$ cat src/rtl/alu_pkg.sv
// Shared encodings for the CB-prefix BIT/RES/SET micro-sequencer.
// ALU control line layout, per-op constants and sequencer states.
package alu_pkg;

  typedef struct packed {
    logic [2:0] bs;
    logic [7:0] op;
    logic [1:0] sh;
    logic [1:0] oe;
    logic       la;
    logic       lb;
    logic       r;
    logic       s;
    logic       v;
    logic       ne;
    logic       ci;
    logic       l;
    logic       h;
  } alu_line_t;

  localparam logic [1:0] OE_NONE = 2'd0;
  localparam logic [1:0] BS_OE   = 2'd1;
  localparam logic [1:0] SH_OE   = 2'd2;
  localparam logic [1:0] RES_OE  = 2'd3;

  localparam logic BUS_LD = 1'b1;
  localparam logic NO_LD  = 1'b0;

  localparam logic [1:0] NO_SH = 2'd0;

  localparam alu_line_t ALU_NOP = '0;

  typedef enum logic [1:0] {
    BITOP_BIT = 2'b01,
    BITOP_RES = 2'b10,
    BITOP_SET = 2'b11
  } bitop_e;

  // {r,s,v,ne,ci}
  typedef struct packed {
    logic r;
    logic s;
    logic v;
    logic ne;
    logic ci;
  } bitop_k_t;

  localparam bitop_k_t BITOP_SET_L1 = 5'b11100;
  localparam bitop_k_t BITOP_SET_L2 = 5'b11100;
  localparam bitop_k_t BITOP_RES_L1 = 5'b10110;
  localparam bitop_k_t BITOP_RES_L2 = 5'b10110;
  localparam bitop_k_t BITOP_BIT_L1 = 5'b00100;
  localparam bitop_k_t BITOP_BIT_L2 = 5'b00100;

  typedef enum logic [2:0] {
    S_IDLE,
    S_L0,
    S_L1,
    S_L2,
    S_DONE
  } state_e;

  function automatic bitop_k_t bitop_k(
    input bitop_e k,
    input logic   l2
  );
    bitop_k_t p;
    unique case (k)
      BITOP_SET: p = l2 ? BITOP_SET_L2 : BITOP_SET_L1;
      BITOP_RES: p = l2 ? BITOP_RES_L2 : BITOP_RES_L1;
      default:   p = l2 ? BITOP_BIT_L2 : BITOP_BIT_L1;
    endcase
    return p;
  endfunction

  function automatic alu_line_t ctl_sel(
    input logic [2:0] b
  );
    alu_line_t c;
    c    = ALU_NOP;
    c.bs = b;
    c.oe = BS_OE;
    c.lb = BUS_LD;
    return c;
  endfunction

  function automatic alu_line_t ctl_run(
    input bitop_e     k,
    input logic [7:0] a,
    input logic       l2
  );
    alu_line_t c;
    bitop_k_t  p;
    c    = ALU_NOP;
    p    = bitop_k(k, l2);
    c.r  = p.r;
    c.s  = p.s;
    c.v  = p.v;
    c.ne = p.ne;
    c.ci = p.ci;
    c.la = NO_LD;
    c.lb = NO_LD;
    if (!l2) begin
      c.op = a;
      c.sh = NO_SH;
      c.oe = SH_OE;
      c.la = BUS_LD;
      c.l  = 1'b1;
      c.h  = 1'b0;
    end else begin
      c.oe = RES_OE;
      c.l  = 1'b0;
      c.h  = 1'b1;
    end
    return c;
  endfunction

endpackage

$ cat src/rtl/alu_bitop_seq_if.sv
// Request/response bundle between the CB-op issuer and the sequencer.
// master = issuer side, slave = sequencer side.
interface alu_bitop_seq_if;
  logic       in_valid;
  logic       in_ready;
  logic [7:0] opcode;
  logic [7:0] operand;
  logic [3:0] flags_in;
  logic       out_valid;
  logic [7:0] out_data;
  logic       out_we;
  logic [2:0] out_reg;
  logic [3:0] out_flags;
  logic       illegal;

  modport master (
    output in_valid, opcode, operand, flags_in,
    input  in_ready, out_valid, out_data,
    input  out_we, out_reg, out_flags, illegal
  );

  modport slave (
    input  in_valid, opcode, operand, flags_in,
    output in_ready, out_valid, out_data,
    output out_we, out_reg, out_flags, illegal
  );
endinterface

$ cat src/rtl/alu_bitop_seq_dec.sv
// CB opcode decoder: op class, bit index, register index.
// opcode[7:6]==00 is not a bit op and is flagged illegal.
module alu_bitop_seq_dec
  import alu_pkg::*;
(
  input  logic [7:0] opcode,
  output bitop_e     kind,
  output logic [2:0] bit_sel,
  output logic [2:0] reg_sel,
  output logic       illegal
);

  assign bit_sel = opcode[5:3];
  assign reg_sel = opcode[2:0];

  always_comb begin
    kind    = BITOP_BIT;
    illegal = 1'b0;
    unique case (1'b1)
      (opcode[7:6] == 2'b01): kind = BITOP_BIT;
      (opcode[7:6] == 2'b10): kind = BITOP_RES;
      (opcode[7:6] == 2'b11): kind = BITOP_SET;
      default:                illegal = 1'b1;
    endcase
  end

endmodule

$ cat src/rtl/alu_bitop_seq.sv
// BIT/RES/SET micro-sequencer driving the ALU control line for 3 cycles.
// ALU_BITOP_OVERLAP_EN: accept a new op in DONE (issue every 4 cycles).
module alu_bitop_seq
  import alu_pkg::*;
(
  input  logic            clk,
  input  logic            nreset,
  alu_bitop_seq_if.slave  bus,
  output alu_line_t       alu_ctl,
  input  logic [7:0]      alu_result,
  input  logic            alu_zero
);

  state_e     state;
  bitop_e     kind_q;
  logic [7:0] opnd_q;
  logic [3:0] flg_q;
  logic [2:0] reg_q;

  logic       out_valid;
  logic [7:0] out_data;
  logic       out_we;
  logic [2:0] out_reg;
  logic [3:0] out_flags;
  logic       illegal;

  bitop_e     d_kind;
  logic [2:0] d_bit;
  logic [2:0] d_reg;
  logic       d_ill;
  logic       in_ready;
  logic       accept;

  alu_bitop_seq_dec u_dec (
    .opcode  (bus.opcode),
    .kind    (d_kind),
    .bit_sel (d_bit),
    .reg_sel (d_reg),
    .illegal (d_ill)
  );

`ifdef ALU_BITOP_OVERLAP_EN
  assign in_ready = (state == S_IDLE) || (state == S_DONE);
`else
  assign in_ready = (state == S_IDLE);
`endif

  assign accept = bus.in_valid & in_ready;

  assign bus.in_ready  = in_ready;
  assign bus.out_valid = out_valid;
  assign bus.out_data  = out_data;
  assign bus.out_we    = out_we;
  assign bus.out_reg   = out_reg;
  assign bus.out_flags = out_flags;
  assign bus.illegal   = illegal;

  always_ff @(posedge clk or negedge nreset) begin
    if (!nreset) begin
      state     <= S_IDLE;
      alu_ctl   <= ALU_NOP;
      out_valid <= 1'b0;
      out_we    <= 1'b0;
      illegal   <= 1'b0;
      out_data  <= 8'h00;
      out_flags <= 4'h0;
      out_reg   <= 3'd0;
      kind_q    <= BITOP_BIT;
      opnd_q    <= 8'h00;
      flg_q     <= 4'h0;
      reg_q     <= 3'd0;
    end else begin
      out_valid <= 1'b0;
      alu_ctl   <= ALU_NOP;
      unique case (state)
        S_IDLE, S_DONE: begin
          state <= S_IDLE;
          if (accept) begin
            kind_q <= d_kind;
            opnd_q <= bus.operand;
            flg_q  <= bus.flags_in;
            reg_q  <= d_reg;
            if (d_ill) begin
              // Nothing to compute: report straight away.
              state     <= S_DONE;
              out_valid <= 1'b1;
              illegal   <= 1'b1;
              out_we    <= 1'b0;
              out_data  <= 8'h00;
              out_flags <= bus.flags_in;
              out_reg   <= d_reg;
            end else begin
              state   <= S_L0;
              alu_ctl <= ctl_sel(d_bit);
            end
          end
        end
        S_L0: begin
          state   <= S_L1;
          alu_ctl <= ctl_run(kind_q, opnd_q, 1'b0);
        end
        S_L1: begin
          state   <= S_L2;
          alu_ctl <= ctl_run(kind_q, opnd_q, 1'b1);
        end
        S_L2: begin
          state     <= S_DONE;
          out_valid <= 1'b1;
          illegal   <= 1'b0;
          out_reg   <= reg_q;
          if (kind_q == BITOP_BIT) begin
            out_data  <= opnd_q;
            out_we    <= 1'b0;
            out_flags <= {alu_zero, 1'b0, 1'b1, flg_q[0]};
          end else begin
            out_data  <= alu_result;
            out_we    <= 1'b1;
            out_flags <= flg_q;
          end
        end
        default: state <= S_IDLE;
      endcase
    end
  end

endmodule
$ cat src/flat_wrapper.sv
// flat-port wrapper written by rule: the top's interface ports become plain ports
module alu_bitop_seq_flat import alu_pkg::*;
  (clk, nreset, alu_ctl, alu_result, alu_zero, bus_in_valid, bus_opcode, bus_operand, bus_flags_in, bus_in_ready, bus_out_valid, bus_out_data, bus_out_we, bus_out_reg, bus_out_flags, bus_illegal);
  alu_bitop_seq_if bus_i ();
  input  logic clk;
  input  logic nreset;
  output alu_line_t alu_ctl;
  input  logic [7:0] alu_result;
  input  logic alu_zero;
  input wire logic [$bits(bus_i.in_valid)-1:0] bus_in_valid;
  input wire logic [$bits(bus_i.opcode)-1:0] bus_opcode;
  input wire logic [$bits(bus_i.operand)-1:0] bus_operand;
  input wire logic [$bits(bus_i.flags_in)-1:0] bus_flags_in;
  output wire logic [$bits(bus_i.in_ready)-1:0] bus_in_ready;
  output wire logic [$bits(bus_i.out_valid)-1:0] bus_out_valid;
  output wire logic [$bits(bus_i.out_data)-1:0] bus_out_data;
  output wire logic [$bits(bus_i.out_we)-1:0] bus_out_we;
  output wire logic [$bits(bus_i.out_reg)-1:0] bus_out_reg;
  output wire logic [$bits(bus_i.out_flags)-1:0] bus_out_flags;
  output wire logic [$bits(bus_i.illegal)-1:0] bus_illegal;
  assign bus_i.in_valid = bus_in_valid;
  assign bus_i.opcode = bus_opcode;
  assign bus_i.operand = bus_operand;
  assign bus_i.flags_in = bus_flags_in;
  assign bus_in_ready = bus_i.in_ready;
  assign bus_out_valid = bus_i.out_valid;
  assign bus_out_data = bus_i.out_data;
  assign bus_out_we = bus_i.out_we;
  assign bus_out_reg = bus_i.out_reg;
  assign bus_out_flags = bus_i.out_flags;
  assign bus_illegal = bus_i.illegal;
  alu_bitop_seq u_core (.clk(clk), .nreset(nreset), .bus(bus_i), .alu_ctl(alu_ctl), .alu_result(alu_result), .alu_zero(alu_zero));
endmodule
$ cat config.mk
export PLATFORM = sky130hd
export DESIGN_NAME = alu_bitop_seq_flat
export DESIGN_NICKNAME = d
export VERILOG_FILES = /design/src/rtl/alu_pkg.sv /design/src/rtl/alu_bitop_seq_if.sv /design/src/rtl/alu_bitop_seq_dec.sv /design/src/rtl/alu_bitop_seq.sv /design/src/flat_wrapper.sv
export SDC_FILE = /design/constraint.sdc
export NUM_CORES = 1
export LEC_CHECK = 0
export ABC_AREA = 1
export BUFFER_PORTS_ARGS = -buffer_cell sky130_fd_sc_hd__buf_4
export CAP_MARGIN = 20
export CORE_ASPECT_RATIO = 1.5
export CORE_MARGIN = 2
export CORE_UTILIZATION = 35
export DETAILED_ROUTE_END_ITERATION = 10
export GPL_TIMING_DRIVEN = 1
export MAX_ROUTING_LAYER = met4
export SYNTH_ARGS = -nofsm -noshare
export SYNTH_HDL_FRONTEND = slang
export SYNTH_SLANG_ARGS = --single-unit
$ cat constraint.sdc
create_clock -name clk -period 1.1 [get_ports clk]
set_input_delay 0.11 -clock clk [delete_from_list [all_inputs] [get_ports clk]]
set_output_delay 0.11 -clock clk [all_outputs]
set_load 0.02 [all_outputs]
==> metrics.csv <==
stage,metric,value,unit
sta,setup repair after global routing missed its margin,true,
synth,fraction of registers with async set/reset,1.00,
synth,Netlist cell types,19,
synth,number of standard cells after synthesis,251,
place,final weighted congestion in routability-driven placement,0.799,
place,cell area after placement,3160,um2
route,residual antenna-violating net count after detailed routing,0,
synth,dominant synthesized flop cell,sky130_fd_sc_hd__dfrtp_1,
route,via/cell ratio,4.70,
critical_path,crit end category,flip-flop,
power,static leakage power,2.07,nW
final_layout,antenna cell count,0,
sta,maximum clock frequency,743,MHz
power,VDD IR-drop max,0.00125,V
route,DRC violations left,0,
synth,count of yosys warnings during synthesis,0,
sta,Final Setup Violations,58,
critical_path,Critical Setup Path Class,reg -> reg,
route,TritonRoute pass-1 iters,4,
synth,"flops & latches, synth",57,
cts,clock buffer count from CTS,9,
route,via count,2196,
final_layout,layout net count,419,
sta,number of hold violations in the final report,1,
final_layout,Filler Cells Inserted,536,
sta,period utilization,1.22,
place,Setup WS pre-CTS,-0.198,ns
route,number of DRC markers in iteration 0,92,
sta,post-route worst setup slack,-0.246,ns
die,Die Span X,70.4,um
worst_hold_path,kind of path behind the tightest hold check,in -> reg,
critical_path,worst path arrival time,1.61,ns
cts,clock tree root buffer cell,sky130_fd_sc_hd__clkbuf_8,
final_layout,area occupied by multi-input gates,952,um2
global_route,global-route wire length before repair,9950,um
die,die area,7300,um2
place,half-perimeter wire length after detailed placement,4060,um
run,# Max-Cap Violations,0,
sta,count of final max-slew check failures,0,
synth,sequential area share after synthesis,0.616,
cts,clk_lat worst skew,0.34,ns
final_layout,cell area after layout,3910,um2
sta,accumulated negative setup slack,-9.39,ns
global_route,pin count of the biggest net entering global routing,31,
cts,TritonCTS clock tree,built,
power,PwrDens,2870,nW/um2
die,top-level I/O count,75,
critical_path,critical path required time,1.37,ns
final_layout,number of flip-flops in the largest register,19,
synth,netlist area before placement,2320,um2
global_route,overall overflow remaining after global route,0,
critical_path,CP Launch Type,flip-flop,
route,post-detailed-routing wire length,6380,um
global_route,vias in the first global route,2118,
die,vertical die dimension,104,um
critical_path,maximum fanout along the worst path,6,
global_route,Total Routing Usage GR,0.183,
final_layout,register bank with the most flops,u_core.alu_ctl,
synth,Post-synth EDFFs,0,
sta,Clock Skews,0.00796,ns
sta,post-route minimum period,1.35,ns
place,number of input and output port buffers inserted,71,
die,FP Rows,36,
final_layout,Syn-to-layout area delta,68.7,%
power,overall power,11.2,mW
cts,CTS H-tree lvls,3,
final_layout,Largest regs,"u_core.alu_ctl (19), u_core.bus.out_data (8), u_core.opnd_q (8)",
final_layout,Reg area,1430,um2
die,floorplan core area,6440,um2
run_status,result of the run,"complete, but fails checks",
die,initial core utilization,0.360,
global_route,number of antenna violations at the first check in global routing,0,
final_layout,final core occ,0.607,
sta,Hold Worst Slack,-0.00712,ns
final_layout,share of final-layout standard cells stronger than drive strength 1,0.509,
cts,clock transition time at the flip-flop clock pins of the worst setup and hold paths,0.06,ns
route,WL/cell,13.7,um
run_status,failing checks,"hold timing, setup timing",
cts,maximum buffer depth of the clock tree,2,
cts,sink count of the clock tree,57,
synth,Syn Area/Cell,9.23,um2
[timing repair]
item                                    CTS  global route
endpoints found under the hold margin    41             0
endpoints found under the setup margin   56            58
pin swaps                                10             9
cloned                                    3             1
buffers inserted                         11             5
hold buffers                             14             0
resized for setup                        23            62
[cells by family (layout without fill, tap and decap cells)]
family                 count (synthesis)  count (layout)  share of synthesized area
buffers and inverters                 39             175                     0.0810
other                                  1               3                    0.00162
AO/OA/AOI/OAI                         31              31                     0.0756
AND/OR/NAND/NOR                      123             125                      0.225
flip-flops                            57              57                      0.616
[cell usage in the layout, fill, tap and decap left out, drive strengths merged]
cell type    synthesis  routed
dlygate4sd3          0      14
inv                 27      27
dfrtp               56      56
nand4                1       1
nor2                18      18
conb                 1       3
clkbuf               0      12
bufinv               0       1
nand2               97      97
buf                 12     119
o211ai               8       8
nand3                4       6
nor3                 3       3
dfstp                1       1
o21ai               23      23
clkinv               0       2
[synthesized netlist by cell type (2+ instances only)]
| cell | n | area, um2 |
|---|---|---|
| sky130_fd_sc_hd__inv_1 | 25 | 93.8 |
| sky130_fd_sc_hd__nand3_1 | 2 | 10.0 |
| sky130_fd_sc_hd__nand2_2 | 4 | 25.0 |
| sky130_fd_sc_hd__nor3_2 | 2 | 20.0 |
| sky130_fd_sc_hd__dfrtp_1 | 56 | 1400 |
| sky130_fd_sc_hd__nand2_1 | 93 | 349 |
| sky130_fd_sc_hd__o211ai_1 | 8 | 60.1 |
| sky130_fd_sc_hd__buf_2 | 3 | 15.0 |
| sky130_fd_sc_hd__inv_2 | 2 | 7.51 |
| sky130_fd_sc_hd__buf_4 | 8 | 60.1 |
| sky130_fd_sc_hd__nor2_1 | 17 | 63.8 |
| sky130_fd_sc_hd__o21ai_0 | 23 | 115 |
| sky130_fd_sc_hd__nand3_2 | 2 | 20.0 |
[worst max-delay path, cell delays in order, from the launching register on]
cell	delay, ns
sky130_fd_sc_hd__dfrtp_1	0.39
sky130_fd_sc_hd__inv_2	0.08
sky130_fd_sc_hd__nand2_4	0.05
sky130_fd_sc_hd__buf_6	0.11
sky130_fd_sc_hd__nor3_4	0.21
sky130_fd_sc_hd__buf_6	0.17
sky130_fd_sc_hd__buf_6	0.14
sky130_fd_sc_hd__nand2_2	0.05
sky130_fd_sc_hd__o21ai_1	0.07
[per-stage QoR]
step	hold WS, ns	std cells
floorplan	-0.186	253
CTS	0.000334	461
global route	0.00617	467
global placement	0.0713	419
detailed placement	0.0737	419
finish	-0.00712	467
[power by group]
part | switching, mW | total, mW | internal [mW]
clock network | 0.794 | 1.94 | 1.15
logic | 3.27 | 5.98 | 2.72
registers | 0.379 | 3.29 | 2.92
total | 4.44 | 11.2 | 6.78
[per-layer routing]
layer / GRT usage / share of wire
met1: 0.204 / 0.39
met5: - / 0
met3: 0.0418 / 0.052
met2: 0.309 / 0.52
met4: 0.0797 / 0.035
[worst paths after layout]
check,startpoint,to,slack [ns],depth (start not counted)
min in group asynchronous,nreset,u_core.alu_ctl[22]$_DFF_PN0_,0.24,2
max,u_core.state[0]$_DFF_PN0_,u_core.opnd_q[5]$_DFFE_PN0P_,-0.25,8
max reg2reg,u_core.state[0]$_DFF_PN0_,u_core.opnd_q[5]$_DFFE_PN0P_,-0.25,8
min,bus_flags_in[3],u_core.flg_q[3]$_DFFE_PN0P_,-0.007,3
min reg2reg,u_core.bus.out_data[1]$_DFFE_PN0P_,u_core.bus.out_data[1]$_DFFE_PN0P_,0.47,2
max in group asynchronous,nreset,u_core.alu_ctl[0]$_DFF_PN0_,0.39,3
[cell type report]
| cell class | instances | share of cell area |
|---|---|---|
| clock inverters | 3 | 0.0102 |
| well taps | 76 | 0.0243 |
| clock buffers | 12 | 0.0397 |
| inverters | 27 | 0.0272 |
| flip-flops and latches | 57 | 0.366 |
| repair buffers | 133 | 0.289 |
| multi-input cells | 159 | 0.244 |
Note: power is estimated with default switching activity, not from simulation.
